`src/rtl/m2vblkwr.sv`:
```
// Stage-4 block writer: collects one 8x8 block of reconstructed pixels,
// packs them four per word and writes the 16 words into the 4:2:0 planar
// frame memory over a valid/ready handshake.
//
// state   | meaning
// --------+------------------------------------------------------------
// IDLE    | waiting for block_start; side info not in use
// COLLECT | accepting pixels into the packing register
// FLUSH   | one packed word presented on wr_*, waiting for wr_ready
module m2vblkwr #(
    parameter int MBX_WIDTH = 6,
    parameter int MBY_WIDTH = 5
) (
    input  logic                             clk,
    input  logic                             reset_n,
    input  logic                             block_start,
    input  logic [MBX_WIDTH-1:0]             s4_mb_x,
    input  logic [MBY_WIDTH-1:0]             s4_mb_y,
    input  logic [2:0]                       s4_block,
    input  logic                             s4_enable,
    input  logic [7:0]                       pix_data,
    input  logic                             pix_valid,
    output logic                             pix_ready,
    output logic [MBX_WIDTH+MBY_WIDTH+6:0]   wr_addr,
    output logic [31:0]                      wr_data,
    output logic                             wr_valid,
    input  logic                             wr_ready,
    output logic                             busy,
    output logic                             blk_done,
    output logic                             err_overrun
);
    localparam int AW = MBX_WIDTH + MBY_WIDTH + 7;

    typedef enum logic [1:0] {IDLE, COLLECT, FLUSH} state_t;

    state_t               r_state;
    state_t               w_state_nxt;
    logic [5:0]           r_pix_cnt;
    logic [MBX_WIDTH-1:0] r_mb_x;
    logic [MBY_WIDTH-1:0] r_mb_y;
    logic [2:0]           r_block;
    logic [23:0]          r_pack;
    logic [31:0]          r_wr_data;
    logic [AW-1:0]        r_wr_addr;
    logic                 r_blk_done;
    logic                 r_err_overrun;

    logic                 w_start_ok;
    logic                 w_pix_acc;
    logic                 w_word_done;
    logic                 w_last;
    logic [3:0]           w_k;
    logic [2:0]           w_r;
    logic                 w_w;
    logic [AW-1:0]        w_addr_luma;
    logic [AW-1:0]        w_addr_chroma;

    assign w_start_ok  = block_start && s4_enable && (s4_block <= 3'd5);
    assign w_pix_acc   = pix_valid && pix_ready;
    assign w_word_done = w_pix_acc && (r_pix_cnt[1:0] == 2'd3);
    // pix_cnt has wrapped to zero once the 64th pixel has been taken
    assign w_last      = (r_pix_cnt == 6'd0);

    // Word index of the word being completed, split into row and half-row
    assign w_k = r_pix_cnt[5:2];
    assign w_r = w_k[3:1];
    assign w_w = w_k[0];

    // Multiplies by powers of two reduce to field concatenation
    assign w_addr_luma   = {1'b0, r_mb_y, r_block[1], w_r, r_mb_x, r_block[0], w_w};
    assign w_addr_chroma = {1'b1, 1'b0, r_block[0], r_mb_y, w_r, r_mb_x, w_w};

    assign busy        = (r_state != IDLE);
    assign wr_valid    = (r_state == FLUSH);
    assign pix_ready   = (r_state == COLLECT) && !wr_valid;
    assign wr_addr     = r_wr_addr;
    assign wr_data     = r_wr_data;
    assign blk_done    = r_blk_done;
    assign err_overrun = r_err_overrun;

    // State register
    always_ff @(posedge clk or negedge reset_n) begin
        if (!reset_n) r_state <= IDLE;
        else          r_state <= w_state_nxt;
    end

    // Next-state decode
    always_comb begin
        w_state_nxt = r_state;
        case (r_state)
            IDLE:    if (w_start_ok)  w_state_nxt = COLLECT;
            COLLECT: if (w_word_done) w_state_nxt = FLUSH;
            FLUSH:   if (wr_ready)    w_state_nxt = w_last ? IDLE : COLLECT;
            default:                  w_state_nxt = IDLE;
        endcase
    end

    // Side-info latch, pixel packing, write word/address and status flags
    always_ff @(posedge clk or negedge reset_n) begin
        if (!reset_n) begin
            r_pix_cnt     <= '0;
            r_mb_x        <= '0;
            r_mb_y        <= '0;
            r_block       <= '0;
            r_pack        <= '0;
            r_wr_data     <= '0;
            r_wr_addr     <= '0;
            r_blk_done    <= 1'b0;
            r_err_overrun <= 1'b0;
        end else begin
            r_blk_done <= 1'b0;
            if (block_start && busy) r_err_overrun <= 1'b1;
            if (r_state == IDLE && block_start) begin
                if (w_start_ok) begin
                    r_mb_x    <= s4_mb_x;
                    r_mb_y    <= s4_mb_y;
                    r_block   <= s4_block;
                    r_pix_cnt <= '0;
                end else begin
                    r_blk_done <= 1'b1;
                end
            end
            if (w_pix_acc) begin
                r_pix_cnt <= r_pix_cnt + 6'd1;
                case (r_pix_cnt[1:0])
                    2'd0: r_pack[7:0]   <= pix_data;
                    2'd1: r_pack[15:8]  <= pix_data;
                    2'd2: r_pack[23:16] <= pix_data;
                    default: begin
                        r_wr_data <= {pix_data, r_pack};
                        r_wr_addr <= r_block[2] ? w_addr_chroma : w_addr_luma;
                    end
                endcase
            end
            if (r_state == FLUSH && wr_ready && w_last) r_blk_done <= 1'b1;
        end
    end
endmodule
```
`config.mk`:
```
export PLATFORM = sky130hd
export DESIGN_NAME = m2vblkwr
export DESIGN_NICKNAME = d
export VERILOG_FILES = /design/src/rtl/m2vblkwr.sv
export SDC_FILE = /design/constraint.sdc
export NUM_CORES = 1
export LEC_CHECK = 0
export ABC_AREA = 0
export ABC_CLOCK_PERIOD_IN_PS = 2440
export CORE_UTILIZATION = 50
export CTS_CLUSTER_DIAMETER = 60
export DETAILED_ROUTE_END_ITERATION = 10
export PLACE_DENSITY_LB_ADDON = 0.15
export SLEW_MARGIN = 15
export SYNTH_ARGS = -nofsm -noshare
export SYNTH_HDL_FRONTEND = slang
export SYNTH_SLANG_ARGS = --single-unit
```
`constraint.sdc`:
```
create_clock -name clk -period 2.44 [get_ports clk]
set_input_delay 0.244 -clock clk [delete_from_list [all_inputs] [get_ports clk]]
set_output_delay 0.244 -clock clk [all_outputs]
set_load 0.01 [all_outputs]
```
* Word level (Yosys, flattened, before mapping) *
Cells that the tools add are included.

word-level totals
  flip-flop bits (word level) = 98
  bits of input ports = 28
  logic and storage cells = 59

cells by class
  add/subtract/negate cells = 1
  order comparisons = 1
  equality and inequality tests = 8
  multiplexer cells = 12
  bitwise gates (word level) = 1
  reductions and logical operators = 24

operators with widths
  operator                                                number
  two-way mux 18 bit                                      1
  two-way mux 6 bit                                       3
  AND reduction 2 bit                                     6
  logical AND 1 bit                                       9
  adder 6 x 1 -> 6 bit (second input constant)            1
  == test 2 bit (second input constant)                   3
  zero test 6 bit                                         1
  two-way mux 2 bit                                       3
  case mux 2 bit (3 select lines)                         1
  nonzero test 2 bit                                      3
  == test 2 x 1 -> 1 bit (second input constant)          2
  zero test 2 bit                                         2
  two-way mux 1 bit                                       4
  != test 2 bit (second input constant)                   2
  less-or-equal comparator 3 bit (second input constant)  1
  AND reduction 3 bit                                     1
  OR reduction 3 bit                                      1
  != test 2 x 1 -> 1 bit (second input constant)          1
  zero test 1 bit                                         1
  inverter 1 bit                                          1

* Longest topological paths before layout *
  depth after elaboration = 7
  depth in mapped cells = 6

* Worst setup path after synthesis *
OpenSTA, ideal clock, no wires.

  path type = register to register
  start = register r_state[1]
  end = register r_mb_x[0]
  setup time = 125 ps
  arrival time = 1589 ps
  slack = 726 ps
  cell stages (with the launch flop) = 6
  clock period less this slack = 1714 ps
  path through = dfrtp_1 > or2_1 > buf_6 > nor3_4 > buf_12 > mux2_4

on the way
  cells in the longest elaborated chain, start to end = 3

RTL lines
  item                                  RTL line  text
  start, declared                       36        state_t r_state;
  start signal, assigned                84        else r_state <= w_state_nxt;
  zero test 2 bit                       113       if (r_state == IDLE && block_start) begin
  logical AND 1 bit                     113
  AND reduction 2 bit (no source line)  --
  end signal, assigned                  115       r_mb_x <= s4_mb_x;
  end, declared                         39        logic [MBX_WIDTH-1:0] r_mb_x;

No other way between the ends.
A chain may end at the register's enable or synchronous reset.

* Worst setup path after layout *
  start = register r_state[0]
  end = output port busy

on the way
  cells in the longest elaborated chain, start to end = 1

RTL lines
  item                RTL line  text
  nonzero test 2 bit  73        assign busy = (r_state != IDLE);
  end, declared       28        output logic busy,

No other way between the ends.

==> out/qor.txt <==
number of global-route vias before repair: 2404
CP startpoint kind: flip-flop
final wirelength: 7.22 mm
GP Congestion: 0.756
setup_tns: 0 ps
Worst-Margin Slew: 475 ps
syn_nets: 316
synthesized area: 4030 µm²
die footprint: 8420 µm²
CP Cell Sequence: or2_1 > clkdlybuf4s50_1
Period Utilization, post-route: 0.787
WP buf/inv: 1
1st-pass router iterations: 4
Antenna diodes: 0
antenna-violating nets left: 0
R2R cell count: 4
Post-Synthesis Cells: 283
Worst path depth: 2
via count: 2454
Final Critical Period: 1920 ps
critical path's top delay family: buffers and inverters
Synth Warn #: 0
CTS tree: done
count of cell types in the netlist: 37
kind of critical path: reg2out
largest buffer count on any clock path: 2
die width: 91.7 µm
DR WL/cell: 15.2 µm
TritonCTS buffer count: 9
Nets: 401
register area share after synthesis: 0.609
maxcap violations: 0
terminus of the critical flop-to-flop path: r_mb_y[4]
GRT met2 Usage: 0.294
Critical Path End Type: output pin
Post-DP Area: 4950 µm²
Yosys reg bits: 98
Hold Worst Slack: 347 ps
initial core utilization: 0.518
first-pass GRT wire length: 12.1 mm
layout cells sized above 1: 0.252
Critical R2R Launch: r_state[1]
Root Buffer: clkbuf_8
GRT overflow: 0
global routing usage on met1: 0.257
Final Hold Viols: 0
Core Region: 7770 µm²
routed vias/inst: 5.17
overall power: 6.12 mW
Critical Path RT: 2200 ps
DRC: 0
met3 GRT Util: 0.0307
Crit Path Max Fanout: 9
Ports: 83
synthesized area per cell: 14.2 µm²
Max IR drop VDD: 0.630 mV
data arrival time of the worst path: 1680 ps
row count: 32
slowest stage delay, CP: 580 ps
pin count of the biggest net entering global routing: 71
Tot GR Track Use: 0.188
leakage power: 2.25 nW
post-DP HPWL: 4.87 mm
gr busiest metal: met2
Post-CTS Setup Inserts: 0
fmax: 521 MHz
R2R Setup Slk: 670 ps
Clk pin slew, worst setup/hold paths: 90 ps
Post-synth ARST share: 1.00
Hold Crit Class: in2async
Port Buffer Count: 82
Rel. slew slack: 0.681
Pwr Density: 1190 nW/µm²
die height: 91.7 µm
Synth Flop Type: dfrtp_1
setup violators final: 0
Clock Latency Late Sink: 350 ps
Finished Cell Area: 5130 µm²
drt initial violations: 76
area grow syn2layout: 27.3%
antenna violations before repair: 0
Layout Skew: 6.07 ps
outcome: complete, no violations
RSZ-0062 raised after global routing: no
max-slew violation count: 0
Post-synth EDFFs: 0
commonest non-fill, non-tap cell in the layout: dfrtp_1
clock sinks: 98
utilization after layout: 0.660
H-tree Lvls: 3
Worst path slowest cell: clkdlybuf4s50_1
most frequent cells in the layout: dfrtp_1, clkdlybuf4s50_1, mux2_2, nand2_1, o21ai_0
cells by family after synthesis:
group,count (synthesis),share of synthesized area
AND/OR/NAND/NOR,43,0.0553
AO/OA/AOI/OAI,33,0.0485
multiplexers,88,0.249
buffers and inverters,16,0.0230
adder cells (fa/ha/maj),5,0.0155
flip-flops,98,0.609
flip-flops by register name, summed over array words and instances, names as in the netlist:
signal,flops
r_block,3
wr_addr,18
r_pack,24
wr_data,32
blk_done,1
r_pix_cnt,6
r_mb_y,5
r_mb_x,6
r_state,2
err_overrun,1
cells in the mapped netlist, drive strengths merged, types with 2 or more instances:
library cell   n  area share
a21oi          4      0.0050
and2           2      0.0031
and2b          2      0.0037
buf           10       0.017
clkbuf         3      0.0028
dfrtp         98        0.61
ha             5       0.016
inv            3      0.0028
mux2          72        0.21
mux2i         16       0.040
nand2         25       0.023
nand3          2      0.0025
nor3           2      0.0053
o21ai         19       0.024
o31ai          3      0.0056
area by class of cell:
| cell class | instances | area (µm²) |
|---|---|---|
| Clock inverter | 5 | 40.0 |
| Timing Repair Buffer | 87 | 883 |
| Fill cell | 621 | 2640 |
| Inverter | 3 | 11.3 |
| Sequential cell | 98 | 2450 |
| Clock buffer | 11 | 131 |
| Multi-Input combinational cell | 169 | 1480 |
| Tap cell | 102 | 128 |
stage by stage:
step | setup slack (ps) | std cells
after global routing | 432 | 475
final | 520 | 475
after floorplan | 726 | 283
after detailed placement | 534 | 458
after CTS | 507 | 475
after global placement | 578 | 458
repair_timing:
action                    4_1_cts  5_1_grt
hold buffers                    1        0
hold endpoints to repair       28        0
gates resized for setup         0        0
where the power goes:
group          switching, mW  internal (mW)
Sequential             0.484           2.35
Combinational          0.874           1.49
Clock                  0.547          0.377
metal layers:
metal,wire length (µm),vias to the layer above,share of wire
met1,3330,1219,0.46
met5,0,-,0
met3,251,8,0.035
li1,-,1167,-
met2,3500,60,0.48
met4,145,0,0.020
how the worst max path moves through the flow:
stage	startpoint	end	slack, ps
finish	r_state[0]	busy	520
global route	r_state[0]	busy	430
CTS	r_state[0]	busy	510
detailed placement	pix_valid	r_pack[14]	530
global placement	pix_valid	r_pack[9]	580
floorplan	r_state[1]	r_mb_x[0]	730
(Power assumes the default switching activity.)
